--- src/rtl/mem_port_arbiter.sv ---
// Single-port RAM arbiter between IF fetch and MEM load/store, with fixed MEM priority.
// Optional stall cycle counter enabled by defining STALL_CNT_EN.
module mem_port_arbiter #(
    parameter int unsigned ADDR_W  = 32,
    parameter int unsigned DATA_W  = 32,
    parameter int unsigned LATENCY = 2
) (
    input  logic              clk,
    input  logic              rst,
    input  logic              if_req,
    input  logic [ADDR_W-1:0] if_addr,
    output logic [DATA_W-1:0] if_rdata,
    output logic              if_ready,
    input  logic              mem_rd_en,
    input  logic              mem_wr_en,
    input  logic [ADDR_W-1:0] mem_addr,
    input  logic [DATA_W-1:0] mem_wdata,
    output logic [DATA_W-1:0] mem_rdata,
    output logic              mem_ready,
    output logic              ram_en,
    output logic              ram_we,
    output logic [ADDR_W-1:0] ram_addr,
    output logic [DATA_W-1:0] ram_wdata,
    input  logic [DATA_W-1:0] ram_rdata
`ifdef STALL_CNT_EN
    ,
    output logic [31:0]       stall_count
`endif
);

    typedef enum logic [1:0] {StIdle, StAccess, StResp} state_e;

    localparam logic [3:0] CntInit = 4'(LATENCY - 1);

    state_e     state_q;
    logic       owner_mem_q;
    logic [3:0] cnt_q;
    logic       mem_req;

    assign mem_req = mem_rd_en | mem_wr_en;

    // ram_we doubles as the latched write flag for the transaction in flight.
    always_ff @(posedge clk) begin
        if (rst) begin
            state_q     <= StIdle;
            owner_mem_q <= 1'b0;
            cnt_q       <= '0;
            ram_en      <= 1'b0;
            ram_we      <= 1'b0;
            ram_addr    <= '0;
            ram_wdata   <= '0;
            if_rdata    <= '0;
            mem_rdata   <= '0;
            if_ready    <= 1'b0;
            mem_ready   <= 1'b0;
        end else begin
            if_ready  <= 1'b0;
            mem_ready <= 1'b0;
            unique case (state_q)
                StIdle: begin
                    ram_en <= 1'b0;
                    ram_we <= 1'b0;
                    if (mem_req) begin
                        owner_mem_q <= 1'b1;
                        ram_addr    <= mem_addr;
                        ram_wdata   <= mem_wdata;
                        ram_we      <= mem_wr_en;
                        ram_en      <= 1'b1;
                        cnt_q       <= CntInit;
                        state_q     <= StAccess;
                    end else if (if_req) begin
                        owner_mem_q <= 1'b0;
                        ram_addr    <= if_addr;
                        ram_we      <= 1'b0;
                        ram_en      <= 1'b1;
                        cnt_q       <= CntInit;
                        state_q     <= StAccess;
                    end
                end
                StAccess: begin
                    if (cnt_q == 4'd0) begin
                        if (!ram_we) begin
                            if (owner_mem_q) begin
                                mem_rdata <= ram_rdata;
                            end else begin
                                if_rdata <= ram_rdata;
                            end
                        end
                        if (owner_mem_q) begin
                            mem_ready <= 1'b1;
                        end else begin
                            if_ready <= 1'b1;
                        end
                        ram_en  <= 1'b0;
                        ram_we  <= 1'b0;
                        state_q <= StResp;
                    end else begin
                        cnt_q <= cnt_q - 4'd1;
                    end
                end
                StResp: begin
                    // Requests still high here belong to the transaction just completed.
                    state_q <= StIdle;
                end
                default: begin
                    state_q <= StIdle;
                end
            endcase
        end
    end

`ifdef STALL_CNT_EN
    logic stall;

    assign stall = (if_req & ~if_ready) | (mem_req & ~mem_ready);

    always_ff @(posedge clk) begin
        if (rst) begin
            stall_count <= '0;
        end else if (stall && (stall_count != 32'hFFFF_FFFF)) begin
            stall_count <= stall_count + 32'd1;
        end
    end
`endif

endmodule
--- config.mk ---
export PLATFORM = sky130hd
export DESIGN_NAME = mem_port_arbiter
export DESIGN_NICKNAME = d
export VERILOG_FILES = /design/src/rtl/mem_port_arbiter.sv
export SDC_FILE = /design/constraint.sdc
export NUM_CORES = 1
export LEC_CHECK = 0
export ABC_CLOCK_PERIOD_IN_PS = 1600
export CORE_MARGIN = 1.5
export CORE_UTILIZATION = 35
export DETAILED_ROUTE_END_ITERATION = 8
export DONT_BUFFER_PORTS = 1
export GPL_TIMING_DRIVEN = 0
export MAX_ROUTING_LAYER = met4
export SETUP_SLACK_MARGIN = 0.15
export SLEW_MARGIN = 20
export SYNTH_ARGS = -nofsm -noshare
export SYNTH_HDL_FRONTEND = slang
export SYNTH_SLANG_ARGS = --single-unit
--- constraint.sdc ---
create_clock -name clk -period 1.6 [get_ports clk]
set_input_delay 0.32 -clock clk [delete_from_list [all_inputs] [get_ports clk]]
set_output_delay 0.32 -clock clk [all_outputs]
set_load 0.02 [all_outputs]
==> results.tsv <==
stage	metric	value	unit
status	outcome	finished with violations	
status	failing checks	setup timing	
timing	Final period util	101	%
finish	fin area	7450	µm²
timing	endpoints failing hold	0	
floorplan	Core ar.	15800	µm²
timing	RSZ-0062 raised after global routing	true	
detailed_routing	drt first pass iters	4	
global_routing	remaining global-route overflow	0	
timing	setup_tns	-0.0532	ns
worst_hold_path	Min-Delay Path Class	primary input to flop	
floorplan	die area	16800	µm²
setup_path	critical path buffer and inverter count	3	
setup_path	Critical Path Fanout Max	9	
placement	dpl hpwl	13.9	mm
clocking	root buf cell	clkbuf_16	
detailed_routing	DR WL/cell	20.8	µm
setup_path	CP Launch Type	flop	
clocking	cts hold-fix bufs	0	
setup_path	Setup CP Type	flop to flop	
clocking	H-tree depth	4	
setup_path	CP Data Required Time	1.89	ns
finish	fin nets	856	
finish	# fillers	1553	
global_routing	vias in the first global route	5371	
clocking	worst skew pair latency	0.43	ns
timing	# setup viols final	7	
clocking	Max clock buf depth	2	
setup_path	Crit-path slowest cell	or3b_4	
clocking	CTS tree	done	
floorplan	die height	130	µm
timing	Worst-Margin Slew	0.949	ns
timing	setup ws final	-0.0177	ns
placement	Area after DPL	5940	µm²
global_routing	initial antenna violation count	0	
power_and_ir_drop	VDD IR max	769	µV
logic_synthesis	Syn Nets	816	
logic_synthesis	Synth Flop Type	dfxtp_1	
flow_run	total of max-cap violations	0	
logic_synthesis	synthesized area	5620	µm²
timing	WHS	0.0183	ns
logic_synthesis	register area share after synthesis	49.5	%
timing	Final min period	1.62	ns
detailed_routing	initial drt markers	280	
timing	Relative slew margins	36.7	%
placement	I/O Buffers	0	
logic_synthesis	#FFs+latches synth	139	
logic_synthesis	Ys Warns	0	
detailed_routing	drt drc	0	
finish	Layout area overhead	32.5	%
detailed_routing	Vias	5509	
setup_path	cell chain of the critical path	inv_2 -> ha_4 -> or3b_4 -> buf_12 -> clkbuf_16 -> o21ai_2 -> a21oi_1	
floorplan	Die Width	130	µm
clocking	clock slew at reported path FFs	0.06	ns
finish	Ant. Diodes	0	
timing	Fmax	618	MHz
global_routing	wire length of the first global-routing pass	28.7	mm
global_routing	largest net degree at the start of global routing	17	
logic_synthesis	Syn Inst Count	681	
power_and_ir_drop	P_leak	2.57	nW
setup_path	Crit. End Element	flop	
detailed_routing	Post-Route WL	19.8	mm
timing	Final Max Slew Viols	0	
global_routing	all-layer global routing usage	22.8	%
floorplan	total number of placement rows	46	
setup_path	CP delay by family, top	simple AND/OR/NAND/NOR gates	
finish	layout cells sized above 1	30.7	%
clocking	CTS Sinks	139	
logic_synthesis	syn avg cell area	8.26	µm²
placement	Placer Congestion	0.811	
timing	Max Clock Skew	0.0118	ns
detailed_routing	ANT nets after route	0	
power_and_ir_drop	Pwr Density	1500	nW/µm²
power_and_ir_drop	Power Total	11.2	mW
floorplan	initial core utilization	35.7	%
setup_path	Crit path largest cell delay	0.41	ns
setup_path	Worst EP arrival	1.91	ns
logic_synthesis	unique cell type count in the Yosys netlist	40	
logic_synthesis	Post-synth EDFFs	0	
floorplan	IO Count	265	
clocking	CTS Buf Count	17	
logic_synthesis	Post-synth ARST share	0	%
detailed_routing	Vias/cell	5.80	
routing by layer:
layer | global-route usage (%) | part of all wire [%] | vias to the layer above
li1 | - | - | 2552
met1 | 25.1 | 38 | 2669
met2 | 38.7 | 50 | 253
met3 | 7.50 | 9.3 | 35
met4 | 8.04 | 2.4 | 0
met5 | - | 0 | -
worst paths after layout:
check,startpoint,to,slack [ns],depth (start not counted)
setup / recovery,cnt_q[1],if_rdata[19],-0.02,7
hold / removal,mem_wdata[13],ram_wdata[13],0.02,2
setup reg to reg,cnt_q[1],if_rdata[19],-0.02,7
hold reg to reg,owner_mem_q,if_ready,0.54,1
cell type report:
type	instances	area [µm²]	area share [%]
Multi-Input combinational cell	463	3000	40.2
Tap cell	216	270	3.63
Clock buffer	22	474	6.37
Inverter	3	11.3	0.151
Timing Repair Buffer	21	198	2.65
Buffer	76	592	7.94
Clock inverter	10	115	1.55
Sequential cell	139	2790	37.5
placed cells by master, fill, tap and decap left out, types with 7 or more instances in the layout:
| cell | count |
|---|---|
| dfxtp_1 | 133 |
| a21oi_1 | 106 |
| nand3_1 | 78 |
| nand2_1 | 66 |
| o21ai_2 | 37 |
| o21ai_0 | 31 |
| o21ai_1 | 28 |
| a21oi_2 | 26 |
| a311oi_1 | 23 |
| clkbuf_1 | 20 |
| clkbuf_16 | 20 |
| buf_4 | 18 |
| buf_2 | 17 |
| buf_6 | 11 |
| nand3_2 | 11 |
| clkbuf_2 | 10 |
| a311oi_2 | 9 |
| nand3_4 | 7 |
synthesized netlist by cell type (4+ instances only):
cell | number | share of area (%)
a311oi_1 | 32 | 5.0
buf_2 | 30 | 2.7
buf_1 | 4 | 0.27
nand2_1 | 68 | 4.5
nand3_1 | 96 | 8.5
o21ai_0 | 54 | 4.8
buf_6 | 4 | 0.80
a21oi_1 | 133 | 12
or3_1 | 4 | 0.44
dfxtp_1 | 139 | 49
clkbuf_1 | 36 | 2.4
o21ai_1 | 43 | 3.8
registers in the layout, summed over array words and instances (netlist names):
signal and count:
cnt_q 4, if_rdata 32, if_ready 1, mem_rdata 32, mem_ready 1, owner_mem_q 1, ram_addr 32, ram_en 1
ram_wdata 32, ram_we 1, state_q 2
stage by stage:
| stage | instances | util (%) | worst slack, ns |
|---|---|---|---|
| after floorplan | 681 | - | 0.137 |
| after global placement | 897 | 37.7 | -0.379 |
| after detailed placement | 897 | 37.7 | -0.405 |
| after CTS | 938 | 43.4 | -0.00812 |
| after global routing | 950 | 47.2 | -0.0736 |
| final | 950 | 47.2 | -0.0177 |
cell families after synthesis:
logic type	synth area share, %
adder cells (fa/ha/maj)	0.445
AND/OR/NAND/NOR	17.0
flip-flops	49.5
buffers and inverters	6.52
AO/OA/AOI/OAI	26.5
where the power goes:
group / internal [mW] / switching [mW]
Clock: 2.42 / 1.52
Combinational: 1.13 / 1.55
Sequential: 3.82 / 0.705
timing repair:
item,4_1_cts,5_1_grt
resized for setup,79,145
setup endpoints to repair,139,135
gates cloned,2,3
pin swaps,7,54
buffers inserted,7,9
(Power assumes the default switching activity.)
